## src/rtl/reg_bus_arbiter.sv

```systemverilog
// ============================================================================
//  Module      : reg_bus_arbiter
//  Description : Two-port req/ack arbiter (SPI = port 0, I2C = port 1) in
//                front of the single reg_bank bus; one access at a time.
//  Revision    : 1.0 - initial release
// ============================================================================
`default_nettype none

module reg_bus_arbiter #(
    parameter int REG_W  = 8,
    parameter int ADDR_W = 8,
    parameter int RR     = 1
) (
    input  logic              clk,
    input  logic              rst,
    input  logic              ena,

    input  logic              p0_req,
    input  logic              p0_wr_rdn,
    input  logic [ADDR_W-1:0] p0_addr,
    input  logic [REG_W-1:0]  p0_wdata,
    output logic              p0_ack,
    output logic [REG_W-1:0]  p0_rdata,
    output logic              p0_err,

    input  logic              p1_req,
    input  logic              p1_wr_rdn,
    input  logic [ADDR_W-1:0] p1_addr,
    input  logic [REG_W-1:0]  p1_wdata,
    output logic              p1_ack,
    output logic [REG_W-1:0]  p1_rdata,
    output logic              p1_err,

    output logic              bus_wr_rdn,
    output logic [ADDR_W-1:0] bus_addr,
    output logic [REG_W-1:0]  bus_wdata,
    output logic              bus_we,
    input  logic [REG_W-1:0]  bus_rdata,
    input  logic              bus_err,

    output logic              busy
);

    typedef enum logic [1:0] {
        ST_IDLE   = 2'd0,
        ST_ACCESS = 2'd1,
        ST_RESP   = 2'd2
    } state_t;

    state_t r_state;
    state_t w_next_state;

    logic              w_grant_en;
    logic              w_capture;
    logic              w_resp;
    logic              w_pick1;

    logic              r_grant;
    logic              r_last_grant;
    logic              r_bus_wr_rdn;
    logic [ADDR_W-1:0] r_bus_addr;
    logic [REG_W-1:0]  r_bus_wdata;
    logic              r_bus_we;
    logic              r_p0_ack;
    logic [REG_W-1:0]  r_p0_rdata;
    logic              r_p0_err;
    logic              r_p1_ack;
    logic [REG_W-1:0]  r_p1_rdata;
    logic              r_p1_err;

    // Port 1 wins when alone, or in round-robin mode when port 0 had the last turn.
    assign w_pick1 = p1_req && (!p0_req || ((RR != 0) && !r_last_grant));

    always_ff @(posedge clk or posedge rst) begin
        if (rst) begin
            r_state <= ST_IDLE;
        end else begin
            r_state <= w_next_state;
        end
    end

    always_comb begin
        w_next_state = r_state;
        w_grant_en   = 1'b0;
        w_capture    = 1'b0;
        w_resp       = 1'b0;
        case (r_state)
            ST_IDLE: begin
                if (ena && (p0_req || p1_req)) begin
                    w_grant_en   = 1'b1;
                    w_next_state = ST_ACCESS;
                end
            end
            ST_ACCESS: begin
                w_capture    = 1'b1;
                w_next_state = ST_RESP;
            end
            ST_RESP: begin
                w_resp       = 1'b1;
                w_next_state = ST_IDLE;
            end
            default: begin
                w_next_state = ST_IDLE;
            end
        endcase
    end

    always_ff @(posedge clk or posedge rst) begin
        if (rst) begin
            r_grant      <= 1'b0;
            r_last_grant <= 1'b1;
            r_bus_wr_rdn <= 1'b0;
            r_bus_addr   <= '0;
            r_bus_wdata  <= '0;
            r_bus_we     <= 1'b0;
            r_p0_ack     <= 1'b0;
            r_p0_rdata   <= '0;
            r_p0_err     <= 1'b0;
            r_p1_ack     <= 1'b0;
            r_p1_rdata   <= '0;
            r_p1_err     <= 1'b0;
        end else begin
            // Strobes last exactly one cycle.
            r_bus_we <= 1'b0;
            r_p0_ack <= 1'b0;
            r_p1_ack <= 1'b0;

            if (w_grant_en) begin
                r_grant      <= w_pick1;
                r_bus_wr_rdn <= w_pick1 ? p1_wr_rdn : p0_wr_rdn;
                r_bus_addr   <= w_pick1 ? p1_addr   : p0_addr;
                r_bus_wdata  <= w_pick1 ? p1_wdata  : p0_wdata;
                r_bus_we     <= w_pick1 ? p1_wr_rdn : p0_wr_rdn;
            end

            // Reads refresh rdata; writes leave the previous read value intact.
            if (w_capture) begin
                if (r_grant) begin
                    if (!r_bus_wr_rdn) begin
                        r_p1_rdata <= bus_rdata;
                    end
                    r_p1_err <= bus_err;
                    r_p1_ack <= 1'b1;
                end else begin
                    if (!r_bus_wr_rdn) begin
                        r_p0_rdata <= bus_rdata;
                    end
                    r_p0_err <= bus_err;
                    r_p0_ack <= 1'b1;
                end
            end

            if (w_resp) begin
                r_last_grant <= r_grant;
            end
        end
    end

    assign p0_ack     = r_p0_ack;
    assign p0_rdata   = r_p0_rdata;
    assign p0_err     = r_p0_err;
    assign p1_ack     = r_p1_ack;
    assign p1_rdata   = r_p1_rdata;
    assign p1_err     = r_p1_err;
    assign bus_wr_rdn = r_bus_wr_rdn;
    assign bus_addr   = r_bus_addr;
    assign bus_wdata  = r_bus_wdata;
    assign bus_we     = r_bus_we;
    assign busy       = (r_state != ST_IDLE);

endmodule

`default_nettype wire
```

## config.mk

```make
export PLATFORM = sky130hd
export DESIGN_NAME = reg_bus_arbiter
export DESIGN_NICKNAME = d
export VERILOG_FILES = /design/src/rtl/reg_bus_arbiter.sv
export SDC_FILE = /design/constraint.sdc
export NUM_CORES = 1
export LEC_CHECK = 0
export ABC_AREA = 1
export BUFFER_PORTS_ARGS = -buffer_cell sky130_fd_sc_hd__buf_2
export CAP_MARGIN = 20
export CORE_AREA = 5 5 68 70
export CTS_CLUSTER_SIZE = 20
export DETAILED_ROUTE_END_ITERATION = 12
export DIE_AREA = 0 0 73 75
export GPL_ROUTABILITY_DRIVEN = 0
export PLACE_DENSITY = 0.86
export SYNTH_ARGS = -nofsm -noshare
export SYNTH_HDL_FRONTEND = slang
export SYNTH_SLANG_ARGS = --single-unit
```

## constraint.sdc

```tcl
create_clock -name clk -period 2 [get_ports clk]
set_clock_uncertainty 0.05 [all_clocks]
set_input_delay 0.4 -clock clk [delete_from_list [all_inputs] [get_ports clk]]
set_output_delay 0.4 -clock clk [all_outputs]
set_load 0.02 [all_outputs]
```

# ---- Word-level counts from Yosys, hierarchy flattened
# Cells that the tools add are included.
dict set report word_totals {
  ff_bits 42
  input_bits 48
  output_inout_bits 39
}
dict set report op_classes {
  eq_ne 3
  mux 14
  bitwise_logic 2
  reduce_logical 12
}
# op count
set ops {}
lappend ops {{2-to-1 mux 8 bit} 2}
lappend ops {{2-to-1 mux 1 bit} 10}
lappend ops {{AND reduction 3 bit} 2}
lappend ops {{one-hot mux 2 bit (2 select lines)} 1}
lappend ops {{AND reduction 2 bit} 2}
lappend ops {{equality test 2 x 1 -> 1 bit, second input constant} 1}
lappend ops {{equality test 2 bit, second input constant} 1}
lappend ops {{logical AND 1 bit} 2}
lappend ops {{zero test 1 bit} 2}
lappend ops {{zero test 2 bit} 1}
lappend ops {{logical OR 1 bit} 2}
lappend ops {{2-to-1 mux 2 bit} 1}
lappend ops {{inequality test 2 bit, second input constant} 1}
lappend ops {{inverter 1 bit} 2}
lappend ops {{nonzero test 2 bit} 1}

# ---- Logic depth before layout (Yosys ltp)
# Gate-level depths: netlist (run 1).
dict set report logic_depth {
  word_depth 5
  mapped_depth 7
}

# ---- Least setup slack after synthesis (run 1)
# OpenSTA, ideal clock, no wires.
dict set report synth_path {
  path_type {register -> register}
  start {reg r_bus_wr_rdn, in the netlist bus_wr_rdn}
  end {reg r_p0_rdata[0], in the netlist p0_rdata[0]}
  setup_ns 0.117
  arrival_time_ns 1.054
  required_time_ns 1.833
  slack_ns 0.779
  stages_incl_launch_ff 5
  n_path_buf 1
  period_less_slack_ns 1.221
  path_cell_list {dfrtp_1 > clkinv_1 > clkbuf_1 > nand3_1 > nand2_1}
}
dict set report synth_via {
  elab_chain_cells 2
}
# element line
set synth_lines {}
lappend synth_lines {{start: declaration} 60} ;# logic r_bus_wr_rdn;
lappend synth_lines {{start signal: assignment} 130} ;# r_bus_wr_rdn <= w_pick1 ? p1_wr_rdn : p0_wr_rdn;
lappend synth_lines {{inverter 1 bit (no source line)} -}
lappend synth_lines {{AND reduction 3 bit (no source line)} -}
lappend synth_lines {{end signal: assignment} 146} ;# r_p0_rdata <= bus_rdata;
lappend synth_lines {{end: declaration} 65} ;# logic [REG_W-1:0] r_p0_rdata;
# No other way between the ends.
# A chain may end at the register's enable or synchronous reset.

# ---- Final worst setup path (run 1)
dict set report layout_path {
  start {reg r_state[1]}
  end {out busy}
}
dict set report layout_via {
  elab_chain_cells 1
}
# element line
set layout_lines {}
lappend layout_lines {{start: declaration} 50} ;# state_t r_state;
lappend layout_lines {{start signal: assignment} 78} ;# r_state <= w_next_state;
lappend layout_lines {{nonzero test 2 bit} 169} ;# assign busy = (r_state != ST_IDLE);
lappend layout_lines {{end: declaration} 41} ;# output logic busy
# No other way between the ends.

==> results of run 1 <==
-- synthesized netlist by cell type --
library cell	instances	area, µm²
sky130_fd_sc_hd__nand2_1	123	462
sky130_fd_sc_hd__inv_2	1	3.75
sky130_fd_sc_hd__nor2_1	2	7.51
sky130_fd_sc_hd__buf_6	2	22.5
sky130_fd_sc_hd__buf_2	2	10.0
sky130_fd_sc_hd__dfstp_2	1	26.3
sky130_fd_sc_hd__inv_1	9	33.8
sky130_fd_sc_hd__nor2_2	2	12.5
sky130_fd_sc_hd__a21oi_1	1	5.00
sky130_fd_sc_hd__nand2_4	1	11.3
sky130_fd_sc_hd__buf_4	4	30.0
sky130_fd_sc_hd__nand3_1	33	165
sky130_fd_sc_hd__clkbuf_1	1	3.75
sky130_fd_sc_hd__dfrtp_1	41	1030
sky130_fd_sc_hd__clkinv_1	1	3.75
sky130_fd_sc_hd__nand3_4	1	17.5
sky130_fd_sc_hd__nand2_2	2	12.5
sky130_fd_sc_hd__nor2_4	2	22.5
sky130_fd_sc_hd__o21ai_0	4	20.0
-- worst register-to-register path: stages, from the launching register on --
cell and delay, ns:
sky130_fd_sc_hd__dfrtp_1 0.41, sky130_fd_sc_hd__inv_1 0.08, sky130_fd_sc_hd__nand2_1 0.10, sky130_fd_sc_hd__nor2_2 0.11
sky130_fd_sc_hd__buf_4 0.17, sky130_fd_sc_hd__nand2_1 0.18, sky130_fd_sc_hd__nand2_1 0.11, sky130_fd_sc_hd__nand2_1 0.06
-- power groups by stage --
stage | logic [W] | clock network (W) | registers [W]
floorplan | 0.000433 | 0 | 0.00166
global placement | 0.00119 | 0 | 0.00132
detailed placement | 0.00123 | 0 | 0.00132
CTS | 0.00123 | 0.000513 | 0.00131
global route | 0.00133 | 0.000560 | 0.00135
finish | 0.00120 | 0.000500 | 0.00131
-- layout make-up --
cell class / count / area [µm²]
Timing Repair Buffer: 92 / 475
Multi-Input combinational cell: 171 / 736
Fill cell: 358 / 1470
Sequential cell: 42 / 1050
Tap cell: 50 / 62.6
Clock buffer: 7 / 76.3
Inverter: 11 / 41.3
-- flip-flops by register name, summed over array words and instances (netlist names) --
register,flops
bus_wr_rdn,1
r_grant,1
bus_we,1
p1_err,1
bus_addr,8
r_last_grant,1
bus_wdata,8
p0_ack,1
p0_err,1
p0_rdata,8
p1_rdata,8
p1_ack,1
r_state,2
-- metal layers --
metal / GRT usage, % / up-vias / part of all wire, %
met3: 5.07 / 2 / 9.2
met5: 0 / - / 0
li1: - / 905 / -
met4: 5.53 / 0 / 0.51
met2: 30.7 / 68 / 48
met1: 22.7 / 767 / 42
-- through the flow --
stage / instance area, µm² / total power (W) / hold slack (ns) / instances
3_5_place_dp: 2370 / 0.00255 / 0.409 / 366
2_1_floorplan: 1900 / 0.00209 / 0.438 / 233
3_3_place_gp: 2370 / 0.00250 / 0.401 / 366
6_report: 2440 / 0.00302 / 0.165 / 373
5_1_grt: 2440 / 0.00324 / 0.218 / 373
4_1_cts: 2440 / 0.00305 / 0.188 / 373
-- final timing paths --
path,start,endpoint,slack (ns),cells past startpoint
max in group asynchronous,rst,r_last_grant,1.36,3
min in group clk,bus_err,p1_err,0.30,3
setup reg to reg,r_state[1],p0_rdata[0],0.62,7
setup / recovery,r_state[1],busy,0.48,3
hold reg to reg,p0_rdata[5],p0_rdata[5],0.42,2
hold / removal,rst,bus_addr[2],0.17,3
-- logic make-up (layout without fill, tap and decap cells) --
family | after synthesis | in the layout
and+or+nand+nor | 166 | 166
DFF | 42 | 42
buffers and inverters | 20 | 110
AOI/OAI and AO/OA | 5 | 5
==> reports/qor_table.md, run 1 <==
| Metric | This run | Unit |
|:---|:---|:---|
| CTS tree | yes | - |
| Clock network latency to the later pin of the worst-skew pair | 0.28 | ns |
| Die Outline Area | 5480 | µm² |
| Relative slew slack | 66.3 | % |
| Area growth syn-to-layout | 28.9 | % |
| DIE WIDTH | 73 | µm |
| Mapped Area | 1900 | µm² |
| Via count of the first global-routing pass | 1,760 | - |
| Simple-gate area share of the yosys netlist | 37.5 | % |
| Achievable Freq | 0.656 | GHz |
| Remaining global-route overflow | 0 | - |
| Endpoint kind of the worst setup timing path | output port | - |
| Switching power of the nets | 0.00123 | W |
| Count of clock tree sinks | 42 | - |
| Final cycle utilization of the critical path | 76.2 | % |
| Pin count of the biggest net entering global routing | 43 | - |
| Pre-Repair DR Iteration Count | 4 | - |
| Synth Warn # | 0 | - |
| Internal Pwr Total | 0.00179 | W |
| Height of the die | 75 | µm |
| Detail Route Antenna Nets | 0 | - |
| Leakage power total | 1.47 | nW |
| Most common library cell in the layout ignoring fill and taps | sky130_fd_sc_hd__nand2_1 | - |
| CTS buffer count | 5 | - |
| Post-route setup slack | 0.475 | ns |
| Average wire per cell in the routed design | 12.1 | µm |
| Unrepaired setup endpoints after global routing | no | - |
| Ant. Diodes | 0 | - |
| Register area share after synthesis | 55.5 | % |
| Share of total power in the clock network | 16.6 | % |
| Fin crit period | 1.52 | ns |
| Final hold violation count | 0 | - |
| Number of instances in the synthesized netlist | 233 | - |
| Critical path start-end classification | reg2out | - |
| Sequential fraction of design power | 43.5 | % |
| Boundary Pins | 87 | - |
| Fraction of layout cells with a size suffix above 1 | 33.1 | % |
| Adder-Cell Fraction of Synth Area | 0 | % |
| Gates resized, CTS repair | 0 | - |
| Power density of the placed cells | 1240 | nW/µm² |
| CTS root buffer | sky130_fd_sc_hd__clkbuf_8 | - |
| Xor and xnor area share after synthesis | 0 | % |
| H-Tree Level Count | 2 | - |
| Row count | 23 | - |
| Number of max-slew violations in the final report | 0 | - |
| Commonest cells after routing, fill and taps aside | sky130_fd_sc_hd__nand2_1, sky130_fd_sc_hd__buf_2, sky130_fd_sc_hd__dfrtp_1, sky130_fd_sc_hd__nand3_1, sky130_fd_sc_hd__inv_1 | - |
| Post-synthesis compound-gate area fraction | 1.32 | % |
| Total vias in the final route | 1,742 | - |
| Number of antenna violations at the first check in global routing | 0 | - |
| First DRT Iteration DRCs | 110 | - |
| Final standard cell utilization of the core | 62.4 | % |
| Setup_tns | 0 | ns |
| IO Port Bufs | 86 | - |
| # setup viols final | 0 | - |
| Number of vias per cell after detailed routing | 4.67 | - |
| Core area | 3910 | µm² |
| Synthesized net count | 281 | - |
| Tot GR Track Use | 18.1 | % |
| Initial cell density of the core | 48.4 | % |
| Library cells used by synthesis | 19 | - |
| Number of violations of the max-capacitance limit | 0 | - |
| Setup fix buffers added after clock tree synthesis | 0 | - |
| Cell Chain, Critical Path | nor2_4 > inv_2 > buf_2 | - |
| Number of buffers and inverters on the critical path | 2 | - |
| Number of storage elements in the synthesis netlist | 42 | - |
| Wire length of the first global-routing pass | 7680 | µm |
| Largest stage delay on the critical path | 0.41 | ns |
| Final Net Count | 371 | - |
| CP Data Required Time | 1.55 | ns |
| Post-cts hold buffer count | 0 | - |
| CP max FO | 2 | - |
| Comb pwr share | 39.9 | % |
| Multiplexer share of the synthesized area | 0 | % |
| Remaining routing DRC violations | 0 | - |
| Path class of the lowest-slack min-delay path | in2async | - |
| Outcome | finished, final reports clean | - |
| Combinational family with the most area after synthesis | simple AND/OR/NAND/NOR gates | - |
| Switch share | 40.7 | % |
| Longest Clk Path Bufs | 2 | - |
| Setup slack at placement | 0.635 | ns |
| CTS clock-pin slew for the worst setup and hold paths | 0.07 | ns |
| Signal arrival time at the worst endpoint | 1.07 | ns |
| Largest delay contributor family on the critical path | flip-flops | - |
| Placed wire-length estimate after detailed placement | 3420 | µm |
| Final wirelength | 4510 | µm |
| Peak supply drop | 0.576 | mV |
| Transition time at the pin with the least slew margin | 0.506 | ns |
| Worst-path cell with the longest stage delay | sky130_fd_sc_hd__dfrtp_1 | - |
| Avg Inst Size Synth | 8.14 | µm² |
| Critical path launch point type | flop | - |
Note: power is estimated with default switching activity, not from simulation.
==> inputs of run 2 (changes only) <==
- CORE_AREA: 5 5 68 70 -> 5 5 74 76
- DIE_AREA: 0 0 73 75 -> 0 0 79 81
- PLACE_DENSITY: 0.86 -> 0.77
- clock period: 2 -> 1.37 ns (I/O delays scaled with it)
==> reports/qor_table.md, run 2 (synthesis gave the netlist of run 1 again) <==
| Metric | This run | Unit | Delta |
|:---|:---|:---|:---|
| Largest stage delay on the critical path | 0.42 | ns | was 0.41 ns |
| Relative slew slack | 77.2 | % | was 66.3% |
| Commonest cells after routing, fill and taps aside | sky130_fd_sc_hd__nand2_1, sky130_fd_sc_hd__buf_2, sky130_fd_sc_hd__dfrtp_1, sky130_fd_sc_hd__nand3_1, sky130_fd_sc_hd__buf_4 | - | was sky130_fd_sc_hd__nand2_1, sky130_fd_sc_hd__buf_2, sky130_fd_sc_hd__dfrtp_1, sky130_fd_sc_hd__nand3_1, sky130_fd_sc_hd__inv_1 |
| CTS root buffer | sky130_fd_sc_hd__clkbuf_8 | - | unchanged |
| Outcome | finished, final reports clean | - | unchanged |
| Post-route setup slack | 0.0165 | ns | was 0.475 ns |
| Worst-path cell with the longest stage delay | sky130_fd_sc_hd__dfrtp_1 | - | unchanged |
| Achievable Freq | 0.739 | GHz |  |
| Cell count after placement | 372 | - | was 366 |
| Count of clock tree sinks | 42 | - | unchanged |
| Average wire per cell in the routed design | 12.0 | µm | was 12.1 µm |
| Clock network latency to the later pin of the worst-skew pair | 0.29 | ns | was 0.28 ns |
| Remaining routing DRC violations | 0 | - | unchanged |
| Fraction of layout cells with a size suffix above 1 | 35.2 | % | was 33.1% |
| Number of violations of the max-capacitance limit | 0 | - | unchanged |
| Critical path launch point type | flop | - | unchanged |
| Ant. Diodes | 0 | - | unchanged |
| Final wirelength | 4590 | µm | was 4510 µm |
| Placement Cell Area | 2390 | µm² | was 2370 µm² |
| CTS tree | yes | - | unchanged |
| Row count | 25 | - | was 23 |
| Most common library cell in the layout ignoring fill and taps | sky130_fd_sc_hd__nand2_1 | - | unchanged |
| Setup slack at placement | 0.0595 | ns | was 0.635 ns |
| Height of the die | 81 | µm | was 75 µm |
| Count of filler cells inserted in the layout | 456 | - | was 358 |
| Path class of the lowest-slack min-delay path | in2reg | - | was in2async |
| Pin count of the biggest net entering global routing | 20 | - | was 43 |
| Detail Route Antenna Nets | 0 | - | unchanged |
| Transition time at the pin with the least slew margin | 0.338 | ns | was 0.506 ns |
| Peak supply drop | 0.644 | mV | was 0.576 mV |
| Number of max-slew violations in the final report | 0 | - | unchanged |
| Power density of the placed cells | 1770 | nW/µm² | was 1240 nW/µm² |
| Endpoint kind of the worst setup timing path | output port | - | unchanged |
| CP Data Required Time | 1.05 | ns | was 1.55 ns |
| Total vias in the final route | 1,780 | - | was 1,742 |
| Hold slack | 0.166 | ns | was 0.165 ns |
| Critical path start-end classification | reg2out | - | unchanged |
| Total area of multi-input combinational cells | 752 | µm² | was 736 µm² |
| Final cycle utilization of the critical path | 98.8 | % |  |
| Remaining global-route overflow | 0 | - | unchanged |
| Final hold violation count | 0 | - | unchanged |
| Final Net Count | 377 | - | was 371 |
| # setup viols final | 0 | - | unchanged |
| Finished Layout Cells | 384 | - | was 373 |
| DIE WIDTH | 79 | µm | was 73 µm |
| Fin crit period | 1.35 | ns |  |
| Initial cell density of the core | 40.7 | % | was 48.4% |
| Number of antenna violations at the first check in global routing | 0 | - | unchanged |
| Area growth syn-to-layout | 34.3 | % | was 28.9% |
| Number of vias per cell after detailed routing | 4.64 | - | was 4.67 |
| Longest Clk Path Bufs | 2 | - | unchanged |
| FF/Latch Area | 1050 | µm² | unchanged |
| CTS buffer count | 5 | - | unchanged |
| Pre-Repair DR Iteration Count | 5 | - | was 4 |
| Placed wire-length estimate after detailed placement | 3510 | µm | was 3420 µm |
| CTS clock-pin slew for the worst setup and hold paths | 0.08 | ns | was 0.07 ns |
| IO Port Bufs | 86 | - | unchanged |
| H-Tree Level Count | 2 | - | unchanged |
| Wire length of the first global-routing pass | 7640 | µm | was 7680 µm |
| Unrepaired setup endpoints after global routing | yes | - | was no |
| Boundary Pins | 87 | - | unchanged |
| First DRT Iteration DRCs | 68 | - | was 110 |
| Cell Chain, Critical Path | nor2_4 > inv_2 > buf_6 | - | was nor2_4 > inv_2 > buf_2 |
| Die Outline Area | 6400 | µm² | was 5480 µm² |
| Tot GR Track Use | 15.0 | % | was 18.1% |
| Signal arrival time at the worst endpoint | 1.03 | ns | was 1.07 ns |
| Via count of the first global-routing pass | 1,685 | - | was 1,760 |
| Leakage power total | 1.52 | nW | was 1.47 nW |
| Setup_tns | 0 | ns | unchanged |
| Summed area of non-filler cells in the final layout | 2550 | µm² | was 2440 µm² |
| Core area | 4660 | µm² | was 3910 µm² |
| CP max FO | 2 | - | unchanged |
## run 2: worst paths after layout
| check | to | startpoint | slack [ns] | cells past startpoint |
|---|---|---|---|---|
| min reg2reg | p1_rdata[1] | p1_rdata[1] | 0.42 | 2 |
| max in group asynchronous | bus_wdata[6] | rst | 0.35 | 4 |
| max | busy | r_state[1] | 0.02 | 3 |
| max reg2reg | bus_addr[3] | r_last_grant | 0.11 | 6 |
| min in group asynchronous | p1_rdata[5] | rst | 0.42 | 3 |
| min | p0_err | bus_err | 0.17 | 3 |
## run 2: metal layers
metal	up-vias	part of all wire, %	GRT usage [%]
li1	914	-	-
met1	788	42	18.4
met2	73	48	25.8
met3	5	9.4	5.21
met4	0	0.74	3.09
met5	-	0	0
## run 2: layout make-up
class,instances,share of cell area (%)
clock buffer,7,3.39
sequential,42,41.3
inverter,11,1.62
clock inverter,1,0.197
timing repair buffer,98,21.3
multi-input combinational,171,29.5
tap,54,2.65
## run 2: what timing repair did
item	CTS	global route
setup buffers	2	1
cloned	0	0
endpoints found under the setup margin	1	13
endpoints found under the hold margin	11	0
pin swaps	1	2
hold buffers	1	0
resized for setup	0	5
## run 2: power breakdown
| group | switching, W | internal, W | total (W) |
|---|---|---|---|
| clock | 0.000399 | 0.000407 | 0.000805 |
| combinational | 0.00118 | 0.000626 | 0.00181 |
| sequential | 0.000235 | 0.00167 | 0.00191 |
## run 2: through the flow
step	utilization (%)	power [W]
2_1_floorplan	-	0.00305
3_3_place_gp	51.2	0.00368
3_5_place_dp	51.2	0.00371
4_1_cts	53.7	0.00453
5_1_grt	54.6	0.00486
6_report	54.6	0.00452
## run 2: critical path: cells and delay by family, from the launching register on
kind                   cells  cell delay, ns
flip-flops                 1            0.42
AND/OR/NAND/NOR            1            0.14
buffers and inverters      2            0.19
